[config.mk]
export PLATFORM = sky130hd
export DESIGN_NAME = display_scan_mux
export DESIGN_NICKNAME = d
export VERILOG_FILES = /design/src/rtl/display_scan_mux.sv
export SDC_FILE = /design/constraint.sdc
export NUM_CORES = 1
export LEC_CHECK = 0
export BUFFER_PORTS_ARGS = -buffer_cell sky130_fd_sc_hd__buf_2
export CORE_UTILIZATION = 30
export DETAILED_ROUTE_END_ITERATION = 10
export GPL_TIMING_DRIVEN = 0
export PLACE_DENSITY_LB_ADDON = 0.2
export SYNTH_ARGS = -nofsm -noshare
export SYNTH_HDL_FRONTEND = slang
export SYNTH_SLANG_ARGS = --single-unit
[constraint.sdc]
create_clock -name clk -period 3.95 [get_ports clk]
set_clock_uncertainty 0.05 [all_clocks]
set_input_delay 0.1975 -clock clk [delete_from_list [all_inputs] [get_ports clk]]
set_output_delay 0.1975 -clock clk [all_outputs]
set_load 0.1 [all_outputs]
[src/rtl/display_scan_mux.sv]
// display_scan_mux: time-multiplexes four BCD digits onto one 7-segment decoder with
// anode guard blanking, frame-synchronous shadow registers, leading-zero suppression and blink.
module display_scan_mux #(
  parameter int SCAN_DIV     = 1000,
  parameter int BLANK_CYCLES = 16,
  parameter int BLINK_FRAMES = 64
) (
  input  logic       clk,
  input  logic       resetN,
  input  logic [3:0] hourTens,
  input  logic [3:0] hourOnes,
  input  logic [3:0] minTens,
  input  logic [3:0] minOnes,
  input  logic [3:0] blinkMask,
  input  logic       suppressLeadingZero,
  output logic [3:0] numberToDecode,
  output logic [3:0] anodeN,
  output logic       frameStart,
  output logic       blinkPhase
);
  localparam int CW = $clog2(SCAN_DIV);
  localparam int FW = BLINK_FRAMES > 1 ? $clog2(BLINK_FRAMES) : 1;
  logic [CW-1:0] cnt_q, cnt_d;
  logic [1:0] slot_q, slot_d;
  logic [FW-1:0] frame_q, frame_d;
  logic [3:0][3:0] dig_q, dig_d;
  logic [3:0] mask_q, mask_d, cur;
  logic show_zero_q, show_zero_d, blink_q, blink_d, fs_q, fs_d;
  logic slot_end, frame_end, blank;
  // Suppression is held inverted so the all-zero reset frame shows hourTens suppressed.
  always_comb begin
    slot_end    = cnt_q == CW'(SCAN_DIV - 1);
    frame_end   = slot_end && slot_q == 2'd3;
    cnt_d       = slot_end ? '0 : cnt_q + CW'(1);
    slot_d      = slot_end ? slot_q + 2'd1 : slot_q;
    frame_d     = !frame_end ? frame_q : frame_q == FW'(BLINK_FRAMES - 1) ? '0 : frame_q + FW'(1);
    blink_d     = blink_q ^ (frame_end && frame_q == FW'(BLINK_FRAMES - 1));
    dig_d       = frame_end ? {hourTens, hourOnes, minTens, minOnes} : dig_q;
    mask_d      = frame_end ? blinkMask : mask_q;
    show_zero_d = frame_end ? ~suppressLeadingZero : show_zero_q;
    fs_d        = frame_end;
    cur         = dig_q[~slot_q];
    blank       = (mask_q[~slot_q] & blink_q) | (slot_q == 2'd0 && !show_zero_q && cur == 4'd0);
    numberToDecode = cur;
    anodeN      = (cnt_q < CW'(BLANK_CYCLES) || blank) ? 4'hF : ~(4'b0001 << ~slot_q);
    frameStart  = fs_q;
    blinkPhase  = blink_q;
  end
  always_ff @(posedge clk or negedge resetN) begin
    if (!resetN) begin
      cnt_q       <= '0;
      slot_q      <= '0;
      frame_q     <= '0;
      dig_q       <= '0;
      mask_q      <= '0;
      show_zero_q <= 1'b0;
      blink_q     <= 1'b0;
      fs_q        <= 1'b0;
    end else begin
      cnt_q       <= cnt_d;
      slot_q      <= slot_d;
      frame_q     <= frame_d;
      dig_q       <= dig_d;
      mask_q      <= mask_d;
      show_zero_q <= show_zero_d;
      blink_q     <= blink_d;
      fs_q        <= fs_d;
    end
  end
endmodule

==> summary.md, run 1 <==
| Metric | Value |
|---|---|
| Slew at the pin closest to its max-slew limit | `0.924 ns` |
| Die Width | `82.4 um` |
| Multi-input combinational cell area | `861 um2` |
| M3 GR Usage | `3.52%` |
| Cell Rows | `28` |
| Max-cap violations | `0` |
| TritonCTS clock tree | `yes` |
| Hold Slack | `-0.00923 ns` |
| Die height | `82.4 um` |
| Crit end category | `output port` |
| Via density | `4.66` |
| Worst hold path type | `in2async` |
| IO buf count | `32` |
| Fmax | `321 MHz` |
| Count of cell types in the netlist | `31` |
| Status | `finished with violations` |
| CTS sink cnt | `41` |
| Synth warn | `0` |
| Worst Path Max Fanout | `9` |
| Critical path type | `reg2out` |
| Fin. Hold Viols | `7` |
| Clock Tree Buf Depth | `2` |
| Pre-antenna DRT Iters | `4` |
| Static Leak | `1.01 nW` |
| Most Used Layer, Global Route | `met2` |
| Fin nets | `265` |
| Critical Path AT | `2.87 ns` |
| Vias in the first global route | `1446` |
| Clk root buf | `clkbuf_8` |
| Req. time, crit path | `3.70 ns` |
| H-tree depth | `2` |
| Final Cycle Share | `78.8%` |
| Total grt overflow | `0` |
| First-pass GRT wire length | `6910 um` |
| Post-CTS Resized | `0` |
| Gr usage total | `13.8%` |
| Fillcell total | `633` |
| RSZ-0062 raised after global routing | `no` |
| Setup violations, final | `0` |
| Total number of vias | `1448` |
| Cts bufs inserted | `5` |
| Core ar. | `0.00606 mm2` |
| Final GP Congestion | `0.756` |
| Initial antenna violation count | `0` |
| Mapped Area | `0.00194 mm2` |
| Seq cells post-synth | `41` |
| Layout cell share with drive strength beyond 1 | `18.2%` |
| Final wirelength | `3990 um` |
| Buffers inserted by post-CTS timing repair | `0` |
| Worst slew margin | `38.4%` |
| Register area | `0.00103 mm2` |
| Syn nets | `226` |
| Leading cell type in the layout, fill and taps excluded | `nand2_1` |
| Max Transition Viols Final | `0` |
| DRC viols | `0` |
| Min Tclk post-route | `3.11 ns` |
| Fin util | `37.6%` |
| Gate Count Post-Synth | `197` |
| Post-detail-place hpwl | `2750 um` |
| Clk pin slew, worst setup/hold paths | `0.08 ns` |
| Violated checks | `negative hold slack` |
| Pwr Density | `316 mW/mm2` |
| Ant. Diodes | `0` |
| Layout area overhead | `17.8%` |
| Die area | `0.00678 mm2` |
| Largest net degree at the start of global routing | `42` |
| Post-synth top flop | `dfrtp_1` |
| Post-synth top area cell | `dfrtp_1` |
| Max IR drop VDD | `127 uV` |
| CTS Hold Bufs | `0` |
| TNS Setup | `0 ns` |
| Routed WL per cell | `12.8 um` |
| Top cells by area, synth | `dfrtp_1 53%, nand2_1 14%, mux4_1 5.4%` |
| Number of synthesized flops with an enable pin | `0` |
| Post-synthesis sequential area ratio | `53.0%` |
| Share of the synthesized area in the top cell type | `53.0%` |
| GR Util met2 | `20.6%` |
| Crit path launch type | `flop` |
| DR iter-0 viols | `42` |
| Initial Util | `32.0%` |
| Clock Latency Late Sink | `0.29 ns` |
| Post-route ant nets | `0` |
| Fraction of registers with async set or reset after synthesis | `100%` |
| Commonest cells after routing, fill and taps aside | `72 x nand2_1, 41 x dfrtp_1, 33 x buf_2` |
| Met1 Resource Use GR | `19.6%` |
| Boundary Pins | `33` |
| Avg Cell Area, Syn | `9.83 um2` |
==> final timing paths <==
kind,startpoint,to,slack (ns),depth (start not counted)
max,slot_q[0],anodeN[2],0.84,7
min,resetN,cnt_q[2],-0.009,1
max reg2reg,cnt_q[4],dig_q[6],1.73,6
min reg2reg,cnt_q[0],cnt_q[0],0.42,1
max in group asynchronous,resetN,frame_q[4],3.28,1
min in group clk,hourOnes[1],dig_q[9],0.04,3
==> power by group <==
group	switching (mW)	internal [mW]	total, mW
combinational	0.0110	0.00772	0.0187
sequential	0	0.419	0.419
clock	0.144	0.138	0.282
total	0.155	0.565	0.720
==> registers in the layout, indices dropped and copies added, names as in the netlist <==
register,flops
frame_q,6
dig_q,16
show_zero_q,1
blinkPhase,1
cnt_q,10
slot_q,2
mask_q,4
frameStart,1
==> critical path: stages, from the launching register on <==
cell and delay, ns:
dfrtp_1 0.40, clkbuf_1 0.25, inv_1 0.18, ha_1 0.23, or4b_1 0.45, a2111o_1 0.50
nand3_1 0.12, buf_2 0.43
==> cells by family after synthesis <==
group,after synthesis,share of synthesized area [%]
simple gates,107,23.8
flops,41,53.0
compound gates,15,4.91
buf+inv,11,2.58
xor+xnor,10,4.52
mux,7,7.30
fa+ha+maj,6,3.88
==> stage by stage <==
| stage | power, mW | hold WS (ns) | worst slack, ns | instance area [um2] | std cells |
|---|---|---|---|---|---|
| finish | 0.720 | -0.00923 | 0.836 | 2280 | 311 |
| global route | 0.757 | 0.0315 | 0.700 | 2280 | 311 |
| CTS | 0.735 | 0.0260 | 0.817 | 2280 | 311 |
| detailed placement | 0.447 | 0.340 | 1.15 | 2190 | 304 |
| global placement | 0.447 | 0.339 | 1.17 | 2190 | 304 |
| floorplan | 0.428 | -0.148 | 0.651 | 1940 | 197 |
==> cell usage after synthesis, drive strengths merged, types with 2 or more instances <==
master / n
mux2: 2
xor2: 3
nand4: 3
ha: 6
mux4: 4
a21oi: 3
dfrtp: 41
nor3: 2
buf: 2
o21ai: 6
xnor2: 7
nand3: 10
inv: 4
and3: 3
or4: 2
o31ai: 3
nor2: 9
nand2: 72
clkbuf: 4
and2: 2
==> layout make-up <==
type	instances	area share, %
well taps	75	4.11
repair buffers	32	7.02
clock buffers	6	3.62
flip-flops and latches	41	45.0
inverters	5	0.823
multi-input cells	145	37.7
clock inverters	1	0.329
plain buffers	6	1.37
==> routing by layer <==
layer	wire [um]	up-vias
li1	-	736
met1	2020	673
met2	1730	34
met3	206	5
met4	38	0
met5	0	-
Power figures use the tool's default switching activity.
==> run 2: changes to the inputs <==
==> constraint.sdc (replaced) <==
create_clock -name clk -period 3 [get_ports clk]
set_clock_uncertainty 0.05 [all_clocks]
set_input_delay 0.15 -clock clk [delete_from_list [all_inputs] [get_ports clk]]
set_output_delay 0.15 -clock clk [all_outputs]
set_load 0.1 [all_outputs]
==> summary.md, run 2 (synthesized netlist as in run 1, its figures left out) <==
| Metric | Value |
|---|---|
| Post-route ant nets | `0 (unchanged)` |
| RSZ-0062 raised after global routing | `no` |
| Status | `complete, no violations` |
| Total grt overflow | `0 (unchanged)` |
| First-pass GRT wire length | `7140 um (+3.3%)` |
| Delay-heaviest family, CP | `simple AND/OR/NAND/NOR gates` |
| Leading cell type in the layout, fill and taps excluded | `nand2_1` |
| Slew at the pin closest to its max-slew limit | `0.925 ns (+0.000278 ns)` |
| Min-delay src | `blinkMask[3]` |
| Max Transition Viols Final | `0 (unchanged)` |
| Req. time, crit path | `2.80 ns (-0.90 ns)` |
| Clk pin slew, worst setup/hold paths | `0.08 ns (about the same)` |
| Clock Tree Buf Depth | `2 (unchanged)` |
| Setup violations, final | `0 (unchanged)` |
| Boundary Pins | `33 (unchanged)` |
| Worst hold path type | `in2reg` |
| TritonCTS clock tree | `yes` |
| Critical path type | `reg2out` |
| Design Power | `0.972 mW (+35%)` |
| Worst path cell trace | `inv_1 -> ha_1 -> or4b_1 -> a2111o_1 -> nand3_1 -> buf_6` |
| Worst slew margin | `38.4% (about the same)` |
| Crit path launch type | `flop` |
| Hold path depth | `3` |
| Final GP Congestion | `0.756 (unchanged)` |
| CTS sink cnt | `41 (unchanged)` |
| Via density | `4.58 (-1.7%)` |
| Die Width | `82.4 um (unchanged)` |
| Core ar. | `0.00606 mm2 (unchanged)` |
| RR Startpoint | `cnt_q[3]` |
| Hold Slack | `0.0272 ns (+0.0364 ns)` |
| Final Cycle Share | `92.9%` |
| DR iter-0 viols | `51 (+21%)` |
| Routed WL per cell | `12.4 um (-3.7%)` |
| Final wirelength | `4090 um (+2.5%)` |
| Crit path largest cell delay | `0.54 ns (+0.04 ns)` |
| Worst Hold End | `mask_q[3]` |
| Clock Latency Late Sink | `0.29 ns (about the same)` |
| Pre-antenna DRT Iters | `4 (unchanged)` |
| Cts bufs inserted | `5 (unchanged)` |
| H-tree depth | `2 (unchanged)` |
| Biggest regs | `dig_q: 16 flops, cnt_q: 10 flops, frame_q: 6 flops` |
| Buffers inserted by post-CTS timing repair | `0 (unchanged)` |
| IO buf count | `32 (unchanged)` |
| Placed cells | `304 (unchanged)` |
| Cell Rows | `28 (unchanged)` |
| Cells on worst reg2reg path | `6 (unchanged)` |
| Max-cap violations | `0 (unchanged)` |
| TNS Setup | `0 ns (unchanged)` |
| Buf+Inv Stages, Crit Path | `2 (-1)` |
| CP max stage cell | `dfrtp_1` |
| Largest Register | `dig_q` |
| Largest net degree at the start of global routing | `42 (unchanged)` |
| Crit end category | `output port` |
| Commonest cells after routing, fill and taps aside | `72 x nand2_1, 41 x dfrtp_1, 29 x buf_2` |
| Critical Path AT | `2.59 ns (-0.28 ns)` |
| Placed Area | `0.00219 mm2 (unchanged)` |
| Static Leak | `1.11 nW (+9.7%)` |
| R2r endpoint | `dig_q[6]` |
| Cell Count, Final, Fillers Out | `331 (+6.4%)` |
| Die height | `82.4 um (unchanged)` |
| Initial antenna violation count | `0 (unchanged)` |
| Vias in the first global route | `1518 (+5.0%)` |
| Max IR drop VDD | `188 uV (+48%)` |
| Layout area overhead | `29.7%` |
| Layout cell share with drive strength beyond 1 | `16.8% (-1.4 points)` |
| Pwr Density | `387 mW/mm2 (+23%)` |
| Clk root buf | `clkbuf_8` |
| Reg-to-reg slack, setup | `0.76 ns (-0.97 ns)` |
| Die area | `0.00678 mm2 (unchanged)` |
| Max FFs per register | `16 (unchanged)` |
| Worst Path Max Fanout | `11 (+2)` |
| Ant. Diodes | `0 (unchanged)` |
| Fmax | `359 MHz` |
| Initial Util | `32.0% (unchanged)` |
| Fin nets | `285 (+7.5%)` |
| Fin area | `0.00251 mm2 (+10%)` |
| DRC viols | `0 (unchanged)` |
| Total number of vias | `1515 (+4.6%)` |
| Post-detail-place hpwl | `2750 um (unchanged)` |
| Min Tclk post-route | `2.79 ns` |
| Fin. Hold Viols | `0 (-7)` |
| Gr usage total | `14.2% (+0.40 points)` |
[run 2: cell count changes in the layout (fill, tap and decap cells not counted), sizes merged]
cell	delta
dlygate4sd3	+21
clkbuf	-1
[run 2: cell type report]
class                           instances  area, um2
Tap cell                               75       93.8
Clock buffer                            6       82.6
Timing Repair Buffer                   53        395
Sequential cell                        41       1030
Buffer                                  5       27.5
Multi-Input combinational cell        145        861
Fill cell                             616       3550
Inverter                                5       18.8
Clock inverter                          1       7.51
[run 2: timing repair]
| action | in CTS | in global routing |
|---|---|---|
| resized for setup | 4 | 4 |
| hold endpoints to repair | 61 | 0 |
| setup endpoints to repair | 4 | 4 |
| hold buffers | 21 | 0 |
[run 2: worst max-delay path by stage]
stage | start | endpoint | cells past startpoint
after global placement | slot_q[0] | anodeN[1] | 7
after CTS | slot_q[0] | anodeN[3] | 7
after global routing | slot_q[0] | anodeN[2] | 6
after floorplan | slot_q[0] | anodeN[0] | 4
after detailed placement | slot_q[0] | anodeN[3] | 7
final | slot_q[0] | anodeN[2] | 6
[run 2: stage by stage]
| stage | setup WS [ns] | utilization [%] |
|---|---|---|
| after floorplan | -0.252 | - |
| after global placement | 0.265 | 36.1 |
| after detailed placement | 0.252 | 36.1 |
| after CTS | 0.0450 | 41.3 |
| after global routing | 0.0938 | 41.5 |
| final | 0.212 | 41.5 |
[run 2: worst register-to-register path: stages (launching register included)]
cell	delay, ns
dfrtp_1	0.45
nor3b_1	0.36
nand4_1	0.44
clkinv_1	0.32
clkbuf_1	0.39
nand2_1	0.11
nand2_1	0.07
[run 2: where the power goes]
| part | internal [mW] | leakage (nW) | switching (mW) |
|---|---|---|---|
| Clock | 0.182 | 0.0433 | 0.193 |
| Combinational | 0.0278 | 0.616 | 0.0176 |
| Sequential | 0.552 | 0.449 | 0 |
[run 2: metal layers]
layer	up-vias	track usage [%]	part of all wire, %
met3	7	3.41	4.2
li1	776	-	-
met4	0	4.21	1.3
met2	34	22.0	45
met1	698	19.7	50
met5	-	0	0
==> run 3: changes to the inputs <==
--- a/config.mk
+++ b/config.mk
@@ -6,6 +6,8 @@
 export NUM_CORES = 1
 export LEC_CHECK = 0
 export BUFFER_PORTS_ARGS = -buffer_cell sky130_fd_sc_hd__buf_2
+export CELL_PAD_IN_SITES_DETAIL_PLACEMENT = 1
+export CELL_PAD_IN_SITES_GLOBAL_PLACEMENT = 2
 export CORE_UTILIZATION = 30
 export DETAILED_ROUTE_END_ITERATION = 10
 export GPL_TIMING_DRIVEN = 0
==> summary.md, run 3 (synthesized netlist as in run 1, its figures left out) <==
| Metric | Value |
|---|---|
| Layout cell share with drive strength beyond 1 | `17.2% (+0.39 points)` |
| Req. time, crit path | `2.80 ns (about the same)` |
| Post-detail-place hpwl | `3110 um (+13%)` |
| Boundary Pins | `33 (unchanged)` |
| Worst hold path type | `in2reg` |
| Min Tclk post-route | `2.77 ns (-0.0221 ns)` |
| Ant. Diodes | `0 (unchanged)` |
| Max-cap violations | `0 (unchanged)` |
| Initial antenna violation count | `0 (unchanged)` |
| Pwr Density | `383 mW/mm2 (-0.91%)` |
| Max FFs per register | `16 (unchanged)` |
| Status | `complete, no violations` |
| Largest Register | `dig_q` |
| CTS sink cnt | `41 (unchanged)` |
| Slew at the pin closest to its max-slew limit | `0.950 ns (+0.0257 ns)` |
| Setup violations, final | `0 (unchanged)` |
| Final GP Congestion | `0.736 (-2.6%)` |
| Max Transition Viols Final | `0 (unchanged)` |
| Worst slew margin | `36.6% (-1.7 points)` |
| Delay-heaviest family, CP | `simple AND/OR/NAND/NOR gates` |
| Max IR drop VDD | `164 uV (-13%)` |
| RR Startpoint | `cnt_q[4]` |
| Critical Path Source | `slot_q[0]` |
| CP max stage cell | `dfrtp_2` |
| Die Width | `82.4 um (unchanged)` |
| Clock Latency Late Sink | `0.30 ns (about the same)` |
| Clock Tree Buf Depth | `2 (unchanged)` |
| Vias in the first global route | `1595 (+5.1%)` |
| Clk root buf | `clkbuf_8` |
| Static Leak | `1.10 nW (-0.54%)` |
| Crit path launch type | `flop` |
| Buffers inserted by post-CTS timing repair | `0 (unchanged)` |
| TritonCTS clock tree | `yes` |
| Crit end category | `output port` |
| First-pass GRT wire length | `7880 um (+10%)` |
| Pre-antenna DRT Iters | `4 (unchanged)` |
| Cts bufs inserted | `5 (unchanged)` |
| Crit path largest cell delay | `0.51 ns (-0.03 ns)` |
| Critical Path AT | `2.57 ns (-0.02 ns)` |
| DRC viols | `0 (unchanged)` |
| Fin. Hold Viols | `0 (unchanged)` |
| Final Cycle Share | `92.2% (-0.74 points)` |
| Clk pin slew, worst setup/hold paths | `0.08 ns (about the same)` |
| Dpl ws | `0.197 ns (-0.0552 ns)` |
| Post-route ant nets | `0 (unchanged)` |
| Via density | `4.71 (+2.8%)` |
| H-tree depth | `2 (unchanged)` |
| Cell Rows | `28 (unchanged)` |
| Worst setup margin | `0.234 ns (+0.0221 ns)` |
| Worst path cell trace | `inv_1 -> ha_1 -> or4b_1 -> a2111o_1 -> nand3_1 -> buf_4` |
| Total grt overflow | `0 (unchanged)` |
| Fillcell total | `707 (+15%)` |
| Commonest cells after routing, fill and taps aside | `72 x nand2_1, 40 x dfrtp_1, 29 x buf_2` |
| Fmax | `362 MHz (+0.80%)` |
| Design Power | `0.956 mW (-1.7%)` |
| Min-delay src | `hourOnes[3]` |
| Critical path type | `reg2out` |
| Fin nets | `284 (-0.35%)` |
| Worst Path Max Fanout | `11 (unchanged)` |
| RSZ-0062 raised after global routing | `no` |
| Buf+Inv Stages, Crit Path | `2 (unchanged)` |
| Leading cell type in the layout, fill and taps excluded | `nand2_1` |
| Routed WL per cell | `13.7 um (+11%)` |
| Layout area overhead | `28.7%` |
| Die height | `82.4 um (unchanged)` |
| Largest net degree at the start of global routing | `42 (unchanged)` |
| Die area | `0.00678 mm2 (unchanged)` |
| IO buf count | `32 (unchanged)` |
| Hold Slack | `0.0155 ns (-0.0117 ns)` |
| Initial Util | `32.0% (unchanged)` |
| Gr usage total | `16.0% (+1.8 points)` |
| Biggest regs | `dig_q: 16 flops, cnt_q: 10 flops, frame_q: 6 flops` |
| TNS Setup | `0 ns (unchanged)` |
| Core ar. | `0.00606 mm2 (unchanged)` |
| Total number of vias | `1558 (+2.8%)` |
| Final wirelength | `4540 um (+11%)` |
| DR iter-0 viols | `46 (-9.8%)` |
## run 3: layer usage
layer / part of all wire (%) / track usage, %
met1: 48 / 20.8
met2: 47 / 25.0
met3: 3.5 / 4.07
met4: 1.3 / 7.19
met5: 0 / 0
## run 3: final timing paths
check                       endpoint  slack [ns]  cells past startpoint
max reg2reg                dig_q[11]        0.64                      6
max                        anodeN[1]        0.23                      6
max in group asynchronous  slot_q[0]        1.77                      2
min in group asynchronous   cnt_q[9]        0.49                      2
min reg2reg                 dig_q[9]        0.42                      2
min                        dig_q[11]        0.02                      3
## run 3: timing repair
action                                  CTS  global route
endpoints found under the setup margin    4             4
hold buffers                             20             0
endpoints found under the hold margin    60             0
resized for setup                         7             1
## run 3: cell type report
type / count / area, um2 / share of cell area [%]
Tap cell: 75 / 93.8 / 3.77
Buffer: 5 / 27.5 / 1.10
Timing Repair Buffer: 52 / 382 / 15.3
Clock buffer: 6 / 72.6 / 2.91
Inverter: 5 / 18.8 / 0.753
Clock inverter: 2 / 10.0 / 0.402
Multi-Input combinational cell: 145 / 861 / 34.5
Sequential cell: 41 / 1030 / 41.2
## run 3: per-stage QoR
step | area, um2 | util, % | std cells
after global placement | 2190 | 36.1 | 304
after detailed placement | 2190 | 36.1 | 304
final | 2490 | 41.1 | 331
after global routing | 2490 | 41.1 | 331
after floorplan | 1940 | - | 197
after CTS | 2490 | 41.1 | 331
## run 3: power by group
part           switching, mW  leakage [nW]  internal (mW)
Sequential                 0         0.447          0.552
Clock                  0.198        0.0450          0.162
Combinational         0.0175         0.610         0.0270
Total                  0.215          1.10          0.741
## run 3: tightest hold or removal path: stages
cell	delay, ns
buf_2	0.07
nand2_1	0.05
nand2_1	0.05
